`config.mk`:
```
export PLATFORM = sky130hd
export DESIGN_NAME = pc_sequencer
export DESIGN_NICKNAME = d
export VERILOG_FILES = /design/src/rtl/core_pkg.sv /design/src/rtl/sat_counter.sv /design/src/rtl/pc_sequencer.sv
export SDC_FILE = /design/constraint.sdc
export NUM_CORES = 1
export LEC_CHECK = 0
export ABC_AREA = 1
export CORE_ASPECT_RATIO = 0.75
export CORE_MARGIN = 5
export CORE_UTILIZATION = 42
export CTS_BUF_LIST = sky130_fd_sc_hd__clkbuf_8
export CTS_CLUSTER_SIZE = 28
export DETAILED_ROUTE_END_ITERATION = 6
export GPL_TIMING_DRIVEN = 0
export PLACE_DENSITY = 0.79
export SLEW_MARGIN = 20
export SYNTH_ARGS = -nofsm -noshare
export SYNTH_HDL_FRONTEND = slang
export SYNTH_SLANG_ARGS = --single-unit
export TNS_END_PERCENT = 20
```
`constraint.sdc`:
```
create_clock -name clk -period 3.55 [get_ports clk]
set_input_delay 0.71 -clock clk [delete_from_list [all_inputs] [get_ports clk]]
set_output_delay 0.71 -clock clk [all_outputs]
set_load 0.005 [all_outputs]
```
`src/rtl/core_pkg.sv`:
```
// Shared core definitions: PC sequencer state encoding and fetch constants.
package core_pkg;

  typedef enum logic [1:0] {
    RUN,
    PEND,
    ERR
  } pcseq_state_e;

  localparam int unsigned PC_INC           = 4;
  localparam int unsigned DEFAULT_RESET_PC = 0;

endpackage

```
`src/rtl/sat_counter.sv`:
```
// Up-counter that sticks at all-ones instead of wrapping.
module sat_counter #(
  parameter int unsigned W = 16
) (
  input  logic         clk,
  input  logic         rst_n,
  input  logic         inc,
  output logic [W-1:0] count
);

  always_ff @(posedge clk or negedge rst_n) begin
    if (!rst_n) begin
      count <= '0;
    end else if (inc && (count != '1)) begin
      count <= count + W'(1);
    end
  end

endmodule

```
`src/rtl/pc_sequencer.sv`:
```
// PC register and fetch sequencing: sequential advance, EX redirects,
// load-use stalls, redirect hold across an outstanding fetch, misalign trap.
module pc_sequencer
  import core_pkg::*;
#(
  parameter int unsigned PC_W     = 9,
  parameter int unsigned RESET_PC = DEFAULT_RESET_PC,
  parameter int unsigned CNT_W    = 16
) (
  input  logic             clk,
  input  logic             rst_n,
  input  logic             br_taken,
  input  logic [31:0]      br_target,
  input  logic             stall_req,
  input  logic             imem_ready,
  output logic [PC_W-1:0]  pc,
  output logic             imem_req,
  output logic             if_id_en,
  output logic             if_id_flush,
  output logic             id_ex_flush,
  output logic             misalign_err,
  output logic [CNT_W-1:0] redirect_cnt
);

  pcseq_state_e    state;
  logic [PC_W-1:0] pend_target;
  logic [PC_W-1:0] br_pc;
  logic            misalign;
  logic            cnt_inc;
  logic            unused_target;

  // Target bits above the PC width are dropped silently.
  assign br_pc         = br_target[PC_W-1:0];
  assign unused_target = ^br_target;
  assign misalign      = br_taken && (br_target[1:0] != 2'b00);

  always_comb begin
    imem_req    = 1'b1;
    if_id_en    = 1'b0;
    if_id_flush = 1'b0;
    id_ex_flush = 1'b0;
    cnt_inc     = 1'b0;
    unique case (state)
      RUN: begin
        if (br_taken) begin
          if_id_flush = 1'b1;
          id_ex_flush = 1'b1;
          cnt_inc     = !misalign && imem_ready;
        end else if (stall_req) begin
          id_ex_flush = 1'b1;
        end else begin
          if_id_en = imem_ready;
        end
      end
      PEND: begin
        if_id_flush = 1'b1;
        cnt_inc     = imem_ready;
      end
      default: begin
        imem_req    = 1'b0;
        if_id_flush = 1'b1;
        id_ex_flush = 1'b1;
      end
    endcase
  end

  always_ff @(posedge clk or negedge rst_n) begin
    if (!rst_n) begin
      state        <= RUN;
      pc           <= PC_W'(RESET_PC);
      pend_target  <= '0;
      misalign_err <= 1'b0;
    end else begin
      unique case (state)
        RUN: begin
          if (br_taken) begin
            if (misalign) begin
              state        <= ERR;
              misalign_err <= 1'b1;
            end else if (imem_ready) begin
              pc <= br_pc;
            end else begin
              pend_target <= br_pc;
              state       <= PEND;
            end
          end else if (!stall_req && imem_ready) begin
            pc <= pc + PC_W'(PC_INC);
          end
        end
        PEND: begin
          if (imem_ready) begin
            pc    <= pend_target;
            state <= RUN;
          end
        end
        default: ;
      endcase
    end
  end

  sat_counter #(.W(CNT_W)) u_redirect_cnt (
    .clk   (clk),
    .rst_n (rst_n),
    .inc   (cnt_inc),
    .count (redirect_cnt)
  );

endmodule

```
==> flow_summary.yaml <==
status:
  status: "finished clean"
critical_path:
  cp_slowest_cell: "clkdlybuf4s50_1"
  critPathMaxFanout: 10
  path_class: "input pin to output port"
  cp.arrival_ps: 1960
  critPathMaxStageDelay_ps: 520
  end_kind: "output port"
  path_cells: "buf_4, inv_2, buf_2, nand2_1, nor3_1, clkdlybuf4s50_1"
  cp_num_buf_inv: 4
  worst_ep_required_time_ps: 2840
  path_delay_family: "buffers and inverters"
  worstSetupStartpointType: "input pin"
sta:
  hold_viol: 0
  max_slew_margin_pct: 72.9
  post-route-period-util_pct: 75.3
  rsz0062_at_grt: "no"
  timing.fmax_mhz: 374
  worst_slew_pin_slew_ps: 406
  maxSlewViolCount: 0
  setup-violations-final: 0
  clock_skew_ps: 6.87
  fin_crit_ps: 2670
  fin_setup_tns_ps: 0
route:
  drtIter0Drc: 151
  drtAntennaViolNets: 0
  via_count: 2116
  dr.pass1.iters: 4
  routedWlPerCell_um: 12.6
  vias_per_cell: 4.81
  routed_wl_um: 5550
  remaining_drc_errors: 0
yosys:
  synth_fp_nets: 357
  ys_async_sr_fraction_pct: 100
  ys_types: 25
  ys_seq_area_share_pct: 41.9
  synth_area_per_cell_um2: 6.95
  synthCells: 318
  synth_edf_count: 0
  synth_ff_type: "dfrtp_1"
  yosysWarnings: 0
  syn_area_um2: 2210
  ys_seq_elements: 37
floorplan:
  die-area_um2: 6830
  fp.dieH_um: 72.8
  start_util_pct: 44.3
  rows: 22
  die_w_um: 93.8
  core_area_um2: 4980
  io_pins: 67
clock_tree:
  cts_resized: 0
  clock_latency_ps: 290
  cts.clk_slew.worst_paths_ps: 80
  clock_path_buffers: 2
  htree_num_levels: 2
  cts_tree: "built"
  cts_sinks: 37
  root_buffer: "clkbuf_8"
  post_cts_buffers: 0
  numCtsBuffers: 5
  cts_hold_buf: 0
finish:
  areaGrowthSynthToFinish_pct: 27.4
  num_antenna_cells: 0
  n_fill_cell: 481
  fin_util_pct: 56.5
  final_nets: 406
  drive_gt1_share_pct: 9.51
global_routing:
  grt_antenna_before_repair: 0
  grt_use_total_pct: 16.9
  grt.met3_usage_pct: 3.40
  grt_start_max_net_pins: 23
  use_met2_pct: 25.3
  gr-usage-met1_pct: 24.8
  first_global_vias: 1988
  grt_overflow: 0
  grt.busiest_layer: "met2"
  grt_first_pass_wirelength_um: 9230
pwr:
  power_density_nw_per_um2: 276
  ir_drop_mv: 0.164
  p_leak_uw: 0.00135
worst_hold_path:
  hold_path.class: "input pin to async pin"
placed_design:
  post-dp-hpwl_um: 4190
  port_buffers: 41
  gp_congestion: 0.887
job:
  drv_cap: 0
## synth_stat cells (4+ instances only)
cell type | number | area (um^2)
nand2_1 | 140 | 526
dfrtp_1 | 37 | 926
inv_1 | 27 | 101
nor2_1 | 26 | 97.6
nand3_1 | 15 | 75.1
o21ai_1 | 11 | 55.1
inv_2 | 8 | 30.0
o21ai_0 | 7 | 35.0
a21oi_1 | 6 | 30.0
nand4_1 | 6 | 37.5
xnor2_1 | 6 | 52.6
buf_2 | 4 | 20.0
nor2_4 | 4 | 45.0
## metrics by stage
stage	std cells	cell area, um^2	hold WS, ps	setup slack, ps	total power, uW
after detailed placement	432	2730	458	887	500
after global routing	440	2820	373	697	807
after CTS	440	2820	354	883	783
final	440	2820	341	878	777
after global placement	431	2710	457	857	495
after floorplan	318	2210	414	1480	463
## metal layers
metal | share of wire [%] | wire, um
met5 | 0 | 0
met4 | 0.60 | 33
met3 | 5.8 | 322
met2 | 45 | 2470
met1 | 49 | 2720
## registers in the layout, indices dropped and copies added (netlist names)
| register | cells |
|---|---|
| misalign_err | 1 |
| pc | 9 |
| pend_target | 9 |
| state | 2 |
| u_redirect_cnt.count | 16 |
## path summary, 6_finish.rpt
| check | start | to | slack, ps | cells after the start |
|---|---|---|---|---|
| worst min register to register | misalign_err$_DFFE_PN0P_ | misalign_err$_DFFE_PN0P_ | 480 | 2 |
| max in group asynchronous | rst_n | pend_target[4]$_DFFE_PN0P_ | 2760 | 2 |
| worst max-delay path | br_taken | if_id_en | 880 | 6 |
| min in group clk | misalign_err$_DFFE_PN0P_ | misalign_err$_DFFE_PN0P_ | 480 | 2 |
| worst max register to register | u_redirect_cnt.count[0]$_DFFE_PN0P_ | u_redirect_cnt.count[8]$_DFFE_PN0P_ | 1830 | 10 |
| worst min-delay path | rst_n | u_redirect_cnt.count[3]$_DFFE_PN0P_ | 340 | 1 |
## cell type report
class	count	area, um^2	share of cell area, %
Timing Repair Buffer	42	433	15.4
Multi-Input combinational cell	239	1100	39.2
Clock inverter	3	13.8	0.489
Tap cell	72	90.1	3.20
Buffer	7	50.0	1.78
Clock buffer	5	68.8	2.44
Sequential cell	37	926	32.9
Inverter	35	131	4.67
## placed cells by master (no fill, tap or decap)
cell and instances:
nand4_1 6, buf_6 2, nand3_1 15, xor2_1 3
buf_16 1, nor2_1 26, clkbuf_8 5, clkinv_2 2
clkdlybuf4s50_1 40, a31o_2 1, o211ai_1 3, inv_1 28
inv_2 8, buf_2 5, nand3_2 1, nand2_4 1
ha_1 2, nand2_2 2, o21bai_1 2, a21oi_1 6
xnor2_1 6, nand2_1 140, o21ai_0 7, dfrtp_1 37
buf_4 1, nor2_2 2, nor2_4 4, o21ai_1 11
nor3_1 1
## report_power, final
| part | switching (uW) | internal, uW |
|---|---|---|
| Clock | 153 | 133 |
| Combinational | 30.3 | 27.2 |
| Sequential | 5.82 | 428 |
| Total | 189 | 588 |
## cells by family after synthesis
logic type                 count (synthesis)  synth area share [%]
and+or+nand+nor                          198                  37.7
buffers and inverters                     42                  8.21
DFF                                       37                  41.9
AOI/OAI and AO/OA                         30                  7.53
xor gates and xnor gates                   9                  3.57
adders and majority gates                  2                  1.13
Note: power is estimated with default switching activity, not from simulation.
